`src/rtl/demux_pkg.sv`:
```
// Shared defaults and helpers for the stream demultiplexer.
package demux_pkg;

    localparam int NUM_CH_DEF = 8;
    localparam int DW_DEF     = 1;
    localparam int ERR_CNT_W  = 8;

    localparam logic [ERR_CNT_W-1:0] ERR_CNT_MAX = {ERR_CNT_W{1'b1}};

    // Saturating increment for the dropped-word counter.
    function automatic logic [ERR_CNT_W-1:0] err_sat_inc(input logic [ERR_CNT_W-1:0] cnt);
        return (cnt == ERR_CNT_MAX) ? cnt : cnt + 1'b1;
    endfunction

endpackage

```
`src/rtl/demux_slot.sv`:
```
// One-entry output slot: holds a single word for one channel until the
// downstream consumer takes it. Free when empty or draining this cycle, so
// a load and a drain on the same edge sustain one word per cycle.
module demux_slot #(
    parameter int DW = 1
) (
    input  logic          clk,
    input  logic          rst_n,
    input  logic          i_load,
    input  logic [DW-1:0] i_data,
    input  logic          i_ready,
    output logic          o_valid,
    output logic [DW-1:0] o_data,
    output logic          o_free,
    output logic          o_drain
);

    logic          r_valid;
    logic [DW-1:0] r_data;

    assign o_valid = r_valid;
    assign o_data  = r_data;
    assign o_drain = r_valid & i_ready;
    assign o_free  = ~r_valid | i_ready;

    // Load wins over drain; data is left in place when the slot empties.
    always_ff @(posedge clk or negedge rst_n) begin
        if (!rst_n) begin
            r_valid <= 1'b0;
            r_data  <= '0;
        end else if (i_load) begin
            r_valid <= 1'b1;
            r_data  <= i_data;
        end else if (o_drain) begin
            r_valid <= 1'b0;
        end
    end

endmodule

```
`src/rtl/stream_demux.sv`:
```
// Valid/ready stream demultiplexer: routes each accepted word to one channel
// slot (or all slots on broadcast). Out-of-range unicasts are accepted,
// dropped and counted.
module stream_demux
    import demux_pkg::*;
#(
    parameter  int NUM_CH = NUM_CH_DEF,
    parameter  int DW     = DW_DEF,
    localparam int SEL_W  = (NUM_CH > 2) ? $clog2(NUM_CH) : 1
) (
    input  logic                 clk,
    input  logic                 rst_n,
    input  logic                 in_valid,
    output logic                 in_ready,
    input  logic [SEL_W-1:0]     in_sel,
    input  logic                 in_bcast,
    input  logic [DW-1:0]        in_data,
    output logic [NUM_CH-1:0]    out_valid,
    input  logic [NUM_CH-1:0]    out_ready,
    output logic [NUM_CH*DW-1:0] out_data,
    output logic [ERR_CNT_W-1:0] err_cnt
);

    localparam logic [SEL_W:0] LP_NUM_CH = (SEL_W+1)'(NUM_CH);

    logic [NUM_CH-1:0]         w_free;
    logic [NUM_CH-1:0]         w_drain;
    logic [NUM_CH-1:0]         w_hit;
    logic [NUM_CH-1:0]         w_load;
    logic [NUM_CH-1:0]         w_valid;
    logic [NUM_CH-1:0][DW-1:0] w_slot_data;

    logic w_in_range;
    logic w_all_free;
    logic w_sel_free;
    logic w_accept;
    logic w_drop;

    logic [ERR_CNT_W-1:0] r_err_cnt;

    // Selected slot is found through a one-hot decode so an out-of-range
    // select never indexes past the slot array.
    assign w_in_range = ({1'b0, in_sel} < LP_NUM_CH);
    assign w_all_free = &w_free;
    assign w_sel_free = |(w_free & w_hit);

    // Upstream ready: broadcast needs every slot, unicast only its target,
    // out-of-range unicast is always taken so it can be discarded.
    always_comb begin
        in_ready = 1'b1;
        if (in_bcast) begin
            in_ready = w_all_free;
        end else if (w_in_range) begin
            in_ready = w_sel_free;
        end
    end

    assign w_accept = in_valid & in_ready;
    assign w_drop   = w_accept & ~in_bcast & ~w_in_range;

    genvar k;
    generate
        for (k = 0; k < NUM_CH; k++) begin : g_ch
            assign w_hit[k]  = ({1'b0, in_sel} == (SEL_W+1)'(k));
            assign w_load[k] = w_accept & (in_bcast | w_hit[k]);

            demux_slot #(
                .DW (DW)
            ) u_slot (
                .clk     (clk),
                .rst_n   (rst_n),
                .i_load  (w_load[k]),
                .i_data  (in_data),
                .i_ready (out_ready[k]),
                .o_valid (w_valid[k]),
                .o_data  (w_slot_data[k]),
                .o_free  (w_free[k]),
                .o_drain (w_drain[k])
            );

            assign out_valid[k]          = w_valid[k];
            assign out_data[k*DW +: DW]  = w_slot_data[k];

            // A draining slot must always be reported free for reload.
            a_drain_free: assert property (@(posedge clk) disable iff (!rst_n)
                w_drain[k] |-> w_free[k]);
        end
    endgenerate

    // Count discarded out-of-range unicasts, saturating at the top value.
    always_ff @(posedge clk or negedge rst_n) begin
        if (!rst_n) begin
            r_err_cnt <= '0;
        end else if (w_drop) begin
            r_err_cnt <= err_sat_inc(r_err_cnt);
        end
    end

    assign err_cnt = r_err_cnt;

endmodule

```
`config.mk`:
```
export PLATFORM = sky130hd
export DESIGN_NAME = stream_demux
export DESIGN_NICKNAME = d
export VERILOG_FILES = /design/src/rtl/demux_pkg.sv /design/src/rtl/demux_slot.sv /design/src/rtl/stream_demux.sv
export SDC_FILE = /design/constraint.sdc
export NUM_CORES = 1
export LEC_CHECK = 0
export CAP_MARGIN = 5
export CORE_MARGIN = 2
export CORE_UTILIZATION = 60
export DETAILED_ROUTE_END_ITERATION = 10
export DONT_BUFFER_PORTS = 1
export PLACE_DENSITY = 0.76
export RECOVER_POWER = 25
export SLEW_MARGIN = 20
export SYNTH_ARGS = -nofsm -noshare
export SYNTH_HDL_FRONTEND = slang
export SYNTH_SLANG_ARGS = --single-unit
```
`constraint.sdc`:
```
create_clock -name clk -period 1.92 [get_ports clk]
set_input_delay 0.288 -clock clk [delete_from_list [all_inputs] [get_ports clk]]
set_output_delay 0.288 -clock clk [all_outputs]
set_load 0.005 [all_outputs]
```
After elaboration in Yosys (flattened, before gate mapping)
Cells that the tools add are included.
{"block": "totals", "ff_bits": 16, "input_bits": 16, "output_inout_bits": 25, "elab_cells": 93}
{"block": "op_classes", "n_eq_ne": 7, "muxes": 17, "bitwise_logic": 42, "reduce_logical": 11}
{"operator": "AND 1 bit", "count": 17}
{"operator": "2-to-1 mux 1 bit", "count": 17}
{"operator": "OR 1 bit", "count": 16}
{"operator": "nonzero test 2 bit", "count": 8}
{"operator": "equality test 3 bit, second input constant", "count": 4}
{"operator": "AND 8 bit", "count": 1}
{"operator": "NOT 1 bit", "count": 8}
{"operator": "AND reduction 8 bit", "count": 1}
{"operator": "OR reduction 8 bit", "count": 1}
{"operator": "equality test 3 x 2 -> 1 bit, second input constant", "count": 2}
{"operator": "equality test 3 x 1 -> 1 bit, second input constant", "count": 1}
{"operator": "zero test 3 bit", "count": 1}

Longest topological paths before layout
Gate-level depths: netlist of the first run.
{"block": "logic_depth", "word_depth": 8, "depth_mapped": 7, "ltp_nobuf": 5}

Modules after synthesis
A second synthesis of the first run with hierarchy kept.
{"block": "hier_totals", "cells_unflattened": 98, "area_unflattened_um2": 1062.3}
{"mod": "demux_slot", "instances": 8, "cells_per_inst": 6, "area_per_inst_um2": 86.3, "seq_area_each_um2": 50.0}
{"mod": "stream_demux", "instances": 1, "cells_per_inst": 50, "area_per_inst_um2": 371.6, "seq_area_each_um2": 0.0}

Worst setup path before layout of the first run
OpenSTA, ideal clock, no wires.
{"block": "synth_timing", "path_kind": "in2reg", "startpoint": "in in_sel[2]", "endpoint": "reg g_ch[0].u_slot.r_data", "setup_time_ps": 68, "arrival_time_ps": 1688, "required_ps": 1852, "setup_slack_ps": 164, "path_stages": 7, "path_buffers": 2, "cell_sequence": "buf_2 -> and3b_1 -> a32o_1 -> or4_4 -> buf_6 -> nand3_2 -> a32o_1"}
{"block": "synth_between", "elab_chain_cells": 6, "elab_cells_between_ends": 14, "cone_classes": "eq/ne (7); mux (1); bitwise (4); reduce/logical (2)"}
{"element": "from (decl)", "line_no": "stream_demux.sv:15", "text": "input logic [SEL_W-1:0] in_sel,"}
{"element": "equality test 3 x 1 -> 1 bit (tied with other cells)", "line_no": "stream_demux.sv:64", "text": "assign w_hit[k] = ({1'b0, in_sel} == (SEL_W+1)'(k));"}
{"element": "AND 8 bit", "line_no": "stream_demux.sv:45", "text": "assign w_sel_free = |(w_free & w_hit);"}
{"element": "OR reduction 8 bit", "line_no": "stream_demux.sv:45"}
{"element": "2-to-1 mux 1 bit", "line_no": "stream_demux.sv:51", "text": "if (in_bcast) begin"}
{"element": "AND 1 bit", "line_no": "stream_demux.sv:58", "text": "assign w_accept = in_valid & in_ready;"}
{"element": "AND 1 bit (*)", "line_no": "stream_demux.sv:65", "text": "assign w_load[k] = w_accept & (in_bcast | w_hit[k]);"}
{"element": "to (signal assigned)", "line_no": "demux_slot.sv:33", "text": "r_data <= i_data;"}
{"element": "to (decl)", "line_no": "demux_slot.sv:19", "text": "logic [DW-1:0] r_data;"}
Every way passes the cells marked *; elsewhere a longest branch is shown, timed or not.
A chain may end at the register's enable or synchronous reset.

Final worst setup path of the first run
{"block": "layout_timing", "startpoint": "reg g_ch[2].u_slot.r_valid", "endpoint": "out in_ready"}
{"block": "layout_between", "elab_chain_cells": 5, "elab_cells_between_ends": 6, "cone_classes": "mux (1); bitwise (3); reduce/logical (2)"}
{"element": "from (decl)", "line_no": "demux_slot.sv:18", "text": "logic r_valid;"}
{"element": "from (signal assigned)", "line_no": "demux_slot.sv:29", "text": "r_valid <= 1'b0;"}
{"element": "from (signal assigned)", "line_no": "demux_slot.sv:32", "text": "r_valid <= 1'b1;"}
{"element": "from (signal assigned)", "line_no": "demux_slot.sv:35", "text": "r_valid <= 1'b0;"}
{"element": "NOT 1 bit (*)", "line_no": "demux_slot.sv:24", "text": "assign o_free = ~r_valid | i_ready;"}
{"element": "OR 1 bit (*)", "line_no": "demux_slot.sv:24"}
{"element": "AND 8 bit", "line_no": "stream_demux.sv:45"}
{"element": "OR reduction 8 bit", "line_no": "stream_demux.sv:45"}
{"element": "2-to-1 mux 1 bit (*)", "line_no": "stream_demux.sv:51"}
{"element": "to (decl)", "line_no": "stream_demux.sv:14", "text": "output logic in_ready,"}
Marked as above.

==> results by group, run 1 <==
Power and ir drop
  – Switching share of total power: between 30% and 40%
  – LEAKAGE: approximately 0.46 nW
  – Clk pwr share: between 20% and 30%
  – Sequential power share: 52.2%
  – P_sw: approximately 0.33 mW
  – Internal power: approximately 0.68 mW
  – Maximum vdd drop: between 0.0007 and 0.0008 V
  – Comb power frac: between 20% and 30%
  – P per Cell Area: 980 nW/um^2

Die
  – Starting Density: a little under two thirds
  – Cell Rows: 15
  – Core Box Area: about 1700 um^2
  – DIE HEIGHT: around 47 um
  – Chip width: between 40 and 50 um
  – Die area: between 2000 and 2500 um^2
  – Io pins: about 40

Detailed routing
  – Drt first-iter violations: 30
  – WL final: a little over 2000 um
  – DR WL/cell: 16.5 um
  – First drt pass iteration count: 4
  – DRC: 0
  – Post-route ant nets: 0
  – Vias: between 700 and 800
  – Routed vias/inst: approximately 6.0

Setup path
  – CP max stage delay: 380 ps
  – CP max-delay cell: dfrtp_1
  – Crit Path Max Fanout: 3
  – Critical path launch point type: register
  – WP data required: roughly 1600 ps
  – Setup Crit Path Kind: register to output pin
  – Worst-path cell chain: nand2b_1 > a22o_1 > o41ai_4 > nand2_1
  – Data arrival, critical path: around 1500 ps
  – CP Capture Type: output pin
  – CP top delay family: compound AO/OA/AOI/OAI gates
  – Critical path buffers and inverters: 0

Clocking
  – Clk root buf: clkbuf_4
  – Worst-Skew Late Latency: roughly 300 ps
  – Number of H-tree levels: 1
  – Setup bufs post-CTS: 0
  – CTS sink cnt: 16
  – Max Root-Sink Buffers: 2
  – TritonCTS clock tree: done
  – Clk pin slew, worst setup/hold paths: roughly 100 ps
  – Cts bufs inserted: 3

GRT
  – All-Layer GR Usage: a little over a fifth
  – Routing usage on met3: between 8 and 9%
  – Number of global-route vias before repair: 713
  – Largest net degree at the start of global routing: 17
  – M2 GR Usage: a little over a third
  – Most Used Layer, Global Route: met2
  – Initial antenna violation count: 0
  – Met1 usage: 23.9%
  – Grt total ovfl: 0
  – First-pass GRT wire length: between 3000 and 4000 um

Flow run
  – Max-Cap Viols: 0

STA
  – Tmin final: 1830 ps
  – Worst-Margin Slew: 726 ps
  – Fmax: 0.547 GHz
  – Period utilization: 95.3%
  – Worst relative slew slack: between 50% and 60%
  – Final Max Slew Viols: 0
  – Hold WS: 191 ps
  – Skew final: between 10 and 15 ps
  – Setup ws final: slightly above 90 ps
  – Final setup violation count: 0
  – Final Hold Vio Count: 0

Synth
  – Cell Area, Synth: 1100 um^2
  – Area contributors post-synth: dfrtp_1, buf_4, a32o_1
  – Synth Instances: 114
  – Synth unique cells: 28
  – Yosys top cell area share: 36.4%
  – Total number of yosys warnings: 0
  – Post-synthesis register bit count: 16
  – Synth Area per Inst: 9.66 um^2
  – Seq/Total Area, Yosys: 36.4%
  – Cell taking the most area after synthesis: dfrtp_1

Placement
  – Gpl congestion: roughly 0.84
  – Post-DP HPWL: around 1500 um
  – Input/output buffers: 0
  – DP Worst Slack: roughly 0.055 ps

Layout
  – Area growth, synth to finish: -6.70%
  – Share of layout cells above drive strength 1: 24.0%
  – Antenna Cells: 0
  – # nets final: 117

Status
  – Status: completed

Min path
  – Worst hold path class: primary input to register
==> final cells by class <==
class,count,area [um^2]
inverters,1,3.75
flip-flops and latches,16,400
repair buffers,3,25.0
multi-input cells,76,531
clock buffers,4,36.3
fillers,150,699
well taps,25,31.3
==> stage by stage <==
stage / instance area [um^2] / std cells / power, mW / util [%] / setup TNS [ps]
after floorplan: 1130 / 121 / 0.869 / - / 0
after global placement: 962 / 120 / 0.760 / 55.7 / 0
after detailed placement: 962 / 120 / 0.766 / 55.7 / 0
after CTS: 1010 / 125 / 0.999 / 58.6 / 0
after global routing: 1030 / 125 / 1.07 / 59.5 / -13.7
final: 1030 / 125 / 1.01 / 59.5 / 0
==> cells in the mapped netlist <==
cell type and number:
nor4_1 1, nand3_2 8, buf_6 2, or4_4 1, buf_4 24, nand3_1 9, nor2b_1 4, nor2_1 1
and3b_1 1, nor3_1 1, a32o_1 9, nand3b_1 1, o41ai_2 1, a22o_1 2, nand2b_1 8, clkbuf_1 1
and3b_2 1, nor3b_1 2, or2_2 5, inv_1 1, nand4_1 1, buf_2 1, a21oi_1 1, o22ai_1 1
nand2_1 9, conb_1 1, or4_1 1, dfrtp_1 16
==> worst paths after layout <==
| path | from | to | slack, ps | cells after the start |
|---|---|---|---|---|
| setup reg to reg | g_ch[4].u_slot.o_valid | g_ch[1].u_slot.o_data | 140 | 5 |
| setup / recovery | g_ch[2].u_slot.o_valid | in_ready | 90 | 4 |
| hold / removal | out_ready[7] | g_ch[7].u_slot.o_valid | 190 | 2 |
| min in group asynchronous | rst_n | g_ch[7].u_slot.o_data | 480 | 1 |
| hold reg to reg | g_ch[5].u_slot.o_data | g_ch[5].u_slot.o_data | 570 | 1 |
| max in group asynchronous | rst_n | g_ch[0].u_slot.o_valid | 970 | 1 |
==> timing repair <==
item	CTS	global route
pin swaps	0	1
resized for setup	1	2
hold buffers	1	0
endpoints found under the hold margin	16	0
setup endpoints to repair	8	1
==> cells by family after synthesis <==
kind of cell	Yosys count	share of synthesized area [%]
other cells	1	0.341
simple gates	54	31.5
flops	16	36.4
compound gates	14	12.3
buf+inv	29	19.5
==> placed cells by master (no fill, tap or decap), types with 2 or more instances in the layout <==
master    Yosys  routed
nand3_2       8       8
a32o_1        9       9
nand3_1       9       9
nor2b_1       4       4
dfrtp_1      16      16
a22o_1        2       2
nand2_1       9       9
nor3b_1       2       2
buf_4        24       2
conb_1        1       8
or4_4         1       2
clkbuf_4      0       3
nand2b_1      8       8
or2_2         5       5
==> registers in the layout, indices dropped and copies added (netlist names) <==
register             cells
g_ch.u_slot.o_valid      8
g_ch.u_slot.o_data       8
==> metal layers <==
| metal | up-vias | wire length [um] | part of all wire [%] |
|---|---|---|---|
| li1 | 349 | - | - |
| met1 | 369 | 881 | 43 |
| met2 | 31 | 1020 | 49 |
| met3 | 2 | 152 | 7.4 |
| met4 | 0 | 12 | 0.58 |
| met5 | - | 0 | 0 |
==> power groups by stage <==
| stage | Clock, mW | Sequential, mW | Combinational [mW] |
|---|---|---|---|
| 6_report | 0.226 | 0.526 | 0.255 |
| 5_1_grt | 0.248 | 0.538 | 0.284 |
| 4_1_cts | 0.226 | 0.527 | 0.246 |
| 3_5_place_dp | 0 | 0.534 | 0.232 |
| 3_3_place_gp | 0 | 0.531 | 0.230 |
| 2_1_floorplan | 0 | 0.489 | 0.380 |
(Power assumes the default switching activity.)
==> run 2: changes to the inputs <==
CORE_UTILIZATION = 44   (was 60)
DONT_BUFFER_PORTS = not set   (was 1)
PLACE_DENSITY = 0.8   (was 0.76)
==> results by group, run 2 (synthesized netlist as in run 1, its figures left out) <==
Placement
  – Post-DP HPWL: 1870 um
  – Input/output buffers: 32
  – Placed cell areas: ~1400 um^2
  – Gpl congestion: roughly 0.93

STA
  – Period utilization: 101%
  – Final setup violation count: 1
  – TNS Setup: -12.4 ps
  – Fmax: 0.517 GHz
  – Final Hold Vio Count: 0
  – Worst relative slew slack: ~39%
  – Final Max Slew Viols: 0
  – Setup ws final: -12.4 ps
  – Worst-Margin Slew: 919 ps
  – Tmin final: 1930 ps
  – RSZ-0062 raised after global routing: yes
  – Skew final: 6.97 ps

Clocking
  – Worst-Skew Late Latency: around 290 ps
  – Clk pin slew, worst setup/hold paths: ~110 ps
  – Max Root-Sink Buffers: 2
  – TritonCTS clock tree: done
  – Hold-fix buffers, CTS: 0
  – Clk root buf: clkbuf_4
  – Cts bufs inserted: 3
  – Number of H-tree levels: 1
  – CTS sink cnt: 16

GRT
  – Number of global-route vias before repair: between 800 and 900
  – Largest net degree at the start of global routing: 17
  – All-Layer GR Usage: around a fifth
  – Initial antenna violation count: 0
  – First-pass GRT wire length: a little over 4000 um
  – Grt total ovfl: 0

Min path
  – Hold Path Cell Cnt: 4
  – Worst hold start: out_ready[6]
  – Worst hold path class: primary input to register
  – Hold path endpoint: g_ch[6].u_slot.o_valid

Layout
  – Post-layout instance area: about 1600 um^2
  – # nets final: approximately 170
  – Seq. cell area: between 400 and 500 um^2
  – Most frequent cells in the layout: clkdlybuf4s50_1, buf_4, dfrtp_1
  – Antenna Cells: 0
  – Util after Layout: 64.4%
  – Area growth, synth to finish: 42.3%
  – Fillers: ~200
  – Commonest non-fill, non-tap cell in the layout: clkdlybuf4s50_1
  – Multi-input logic area: 617 um^2
  – Share of layout cells above drive strength 1: approximately 37%

Detailed routing
  – Post-route ant nets: 0
  – Drt first-iter violations: 13
  – WL final: around 2700 um
  – First drt pass iteration count: 4
  – Routed vias/inst: slightly above 5
  – DR WL/cell: between 15 and 20 um
  – Vias: ~930
  – DRC: 0

Setup path
  – Critical path launch point type: register
  – Reg-to-reg slack, setup: 80 ps
  – Critical Path Start: g_ch[4].u_slot.o_valid
  – End of the worst register-to-register path: g_ch[4].u_slot.o_data
  – WP data required: between 1500 and 2000 ps
  – Setup Crit Path Kind: register to output pin
  – Data arrival, critical path: ~1600 ps
  – Crit Path Max Fanout: 3
  – R2r startpoint: g_ch[5].u_slot.o_valid
  – Worst reg-to-reg path cell count: 6
  – CP Capture Type: output pin

Die
  – Core Box Area: 2430 um^2
  – Starting Density: 45.3%
  – Io pins: 41
  – Chip width: 54.0 um
  – DIE HEIGHT: 54.0 um
  – Die area: 2920 um^2
  – Cell Rows: 18

Power and ir drop
  – LEAKAGE: about 0.76 nW
  – Maximum vdd drop: between 0.0004 and 0.0005 V
  – P per Cell Area: about 880 nW/um^2

Flow run
  – Max-Cap Viols: 0

Status
  – Violated checks: negative setup slack
  – Status: complete, but fails checks
run 2: cell types whose count changed in the layout (fill, tap and decap cells not counted), moves of 2 or more:
cell             previous run  this run
nor2b_4                     0         2
clkbuf_2                    0         2
nand2b_1                    8         0
nor2b_1                     4         2
dlymetal6s2s_1              0         2
dlygate4sd2_1               0         7
nand2b_4                    0         8
buf_4                       2        18
clkdlybuf4s50_1             0        19
run 2: per-layer routing:
layer  wire length, um  up-vias  global-route usage, %
met2              1440       29                   34.8
li1                  -      445                      -
met4                93        0                   11.7
met5                 0        -                      0
met1              1110      451                   23.4
met3                76        8                   1.67
run 2: critical path, cell delays in order, from the launching register on:
cell and delay (ps):
dfrtp_1 410, nand2b_4 80, a32o_2 290, o41ai_4 370, nand2_1 80, buf_2 130
run 2: cell type report:
class | instances | share of cell area (%)
Clock buffer | 4 | 2.32
Sequential cell | 16 | 25.6
Tap cell | 30 | 2.40
Timing Repair Buffer | 53 | 30.1
Multi-Input combinational cell | 76 | 39.4
Inverter | 1 | 0.240
run 2: repair_timing:
action / in CTS / in global routing
pin swaps: 5 / 4
gates resized for setup: 23 / 14
setup endpoints to repair: 17 / 1
buffers inserted: 4 / 1
run 2: worst max-delay path by stage:
stage / endpoint / slack (ps) / depth (start not counted)
after CTS: in_ready / -30 / 6
after detailed placement: in_ready / -630 / 6
after global placement: in_ready / -550 / 6
after global routing: in_ready / -40 / 5
after floorplan: g_ch[0].u_slot.o_data / 160 / 7
final: in_ready / -10 / 5
run 2: through the flow:
step | setup slack, ps | power (mW) | hold slack (ps) | std cells
after floorplan | 164 | 0.869 | -7.59 | 121
after global placement | -551 | 1.05 | 506 | 172
after detailed placement | -626 | 1.07 | 514 | 172
after CTS | -32.2 | 1.35 | 315 | 179
after global routing | -43.9 | 1.46 | 402 | 180
final | -12.4 | 1.38 | 395 | 180
run 2: power breakdown:
group          switching, mW  internal, mW  leakage, nW
registers             0.0779         0.440        0.204
logic                  0.224         0.402        0.534
clock network          0.120         0.115       0.0210
==> run 3: changes to the inputs <==
PLACE_DENSITY = 0.91   (was 0.8)
==> results by group, run 3 (synthesized netlist as in run 1, its figures left out) <==
Status
  – Status: complete, but fails checks
  – Violated checks: negative setup slack

Layout
  – Area growth, synth to finish: 43.3%
  – # nets final: ~170
  – Seq. cell area: 400 um^2
  – Util after Layout: between 60% and 70%
  – Antenna Cells: 0
  – Multi-input logic area: between 600 and 700 um^2
  – Most frequent cells in the layout: clkdlybuf4s50_1, buf_4, dfrtp_1
  – Share of layout cells above drive strength 1: ~36%
  – Fillers: roughly 180
  – Post-layout instance area: 1580 um^2

Power and ir drop
  – P per Cell Area: 897 nW/um^2
  – Maximum vdd drop: between 0.0004 and 0.0005 V
  – LEAKAGE: roughly 0.74 nW

GRT
  – Initial antenna violation count: 0
  – All-Layer GR Usage: approximately a quarter
  – First-pass GRT wire length: between 4000 and 5000 um
  – Largest net degree at the start of global routing: 17
  – Grt total ovfl: 0
  – Number of global-route vias before repair: about 1100

Setup path
  – Reg-to-reg slack, setup: -10 ps
  – CP Capture Type: output pin
  – CP top delay family: compound AO/OA/AOI/OAI gates
  – Critical path launch point type: primary input
  – CP max-delay cell: o41ai_4
  – WP data required: approximately 1600 ps
  – Worst-path cell chain: clkdlybuf4s50_1 > nand2b_1 > a32o_2 > o41ai_4 > nand2_1 > buf_2
  – Data arrival, critical path: 1780 ps
  – Setup Crit Path Kind: primary input to output pin
  – CP max stage delay: 400 ps
  – Crit Path Max Fanout: 3
  – Critical path buffers and inverters: 2

Placement
  – Input/output buffers: 32
  – Gpl congestion: 0.946
  – DP Worst Slack: -588 ps
  – Placed cell areas: 1410 um^2
  – Post-DP HPWL: 1880 um

STA
  – Worst-Margin Slew: about 890 ps
  – Period utilization: 108%
  – Final setup violation count: 9
  – Tmin final: between 2000 and 2500 ps
  – Final Max Slew Viols: 0
  – Setup ws final: -144 ps
  – Final Hold Vio Count: 0
  – Fmax: between 0.4 and 0.5 GHz
  – Skew final: approximately 1.3 ps
  – TNS Setup: -223 ps
  – RSZ-0062 raised after global routing: yes
  – Worst relative slew slack: between 40% and 50%

Detailed routing
  – Post-route ant nets: 0
  – DRC: 0
  – Drt first-iter violations: between 50 and 60
  – Vias: roughly 1000
  – DR WL/cell: between 15 and 20 um
  – Routed vias/inst: 5.68
  – First drt pass iteration count: 4
  – WL final: 3230 um

Die
  – Starting Density: a little under half
  – Core Box Area: between 2000 and 2500 um^2
  – Io pins: just over 40
  – Chip width: between 50 and 60 um
  – Cell Rows: 18
  – Die area: between 2000 and 3000 um^2
  – DIE HEIGHT: 54.0 um

Clocking
  – Max Root-Sink Buffers: 2
  – Clk pin slew, worst setup/hold paths: roughly 100 ps
  – TritonCTS clock tree: done
  – Number of H-tree levels: 1
  – Worst-Skew Late Latency: 300 ps
  – Hold-fix buffers, CTS: 0
  – CTS sink cnt: 16
  – Clk root buf: clkbuf_4
  – Cts bufs inserted: 3

Min path
  – Worst hold path class: primary input to register

Flow run
  – Max-Cap Viols: 0
run 3: through the flow:
stage	hold slack, ps	total power, mW	instances
2_1_floorplan	-7.59	0.869	121
3_3_place_gp	509	1.05	173
3_5_place_dp	512	1.06	173
4_1_cts	326	1.37	182
5_1_grt	512	1.50	184
6_report	494	1.42	184
run 3: area by class of cell:
cell class	count	area share [%]
Sequential cell	16	25.4
Clock buffer	4	2.30
Multi-Input combinational cell	76	38.4
Timing Repair Buffer	57	31.3
Inverter	1	0.238
Tap cell	30	2.38
run 3: routing by layer:
metal / up-vias / share of wire (%) / global-route usage, %
met5: - / 0 / 0
met4: 0 / 5.3 / 19.6
met3: 19 / 7.0 / 3.89
met2: 62 / 52 / 41.3
met1: 506 / 35 / 25.2
li1: 459 / - / -
run 3: final timing paths:
path / start / cells after the start / end
max: out_ready[6] / 6 / in_ready
max in group asynchronous: rst_n / 2 / g_ch[1].u_slot.o_valid
min reg2reg: g_ch[6].u_slot.o_data / 1 / g_ch[6].u_slot.o_data
max reg2reg: g_ch[4].u_slot.o_valid / 7 / g_ch[7].u_slot.o_data
min: out_ready[4] / 4 / g_ch[4].u_slot.o_valid
min in group asynchronous: rst_n / 2 / g_ch[6].u_slot.o_valid
run 3: power breakdown:
group / internal (mW) / switching, mW
Clock: 0.116 / 0.123
Sequential: 0.440 / 0.0764
Combinational: 0.406 / 0.254
Total: 0.962 / 0.453
run 3: worst register-to-register path, delay by kind of cell (launching register included):
kind | cells | cell delay [ps]
and+or+nand+nor | 3 | 800
buffers and inverters | 2 | 260
AOI/OAI and AO/OA | 2 | 430
DFF | 1 | 400
run 3: timing repair:
item                                    in CTS  in global routing
endpoints found under the setup margin      17                  9
setup buffers                                6                  2
pin swaps                                    5                 11
resized for setup                           20                  6
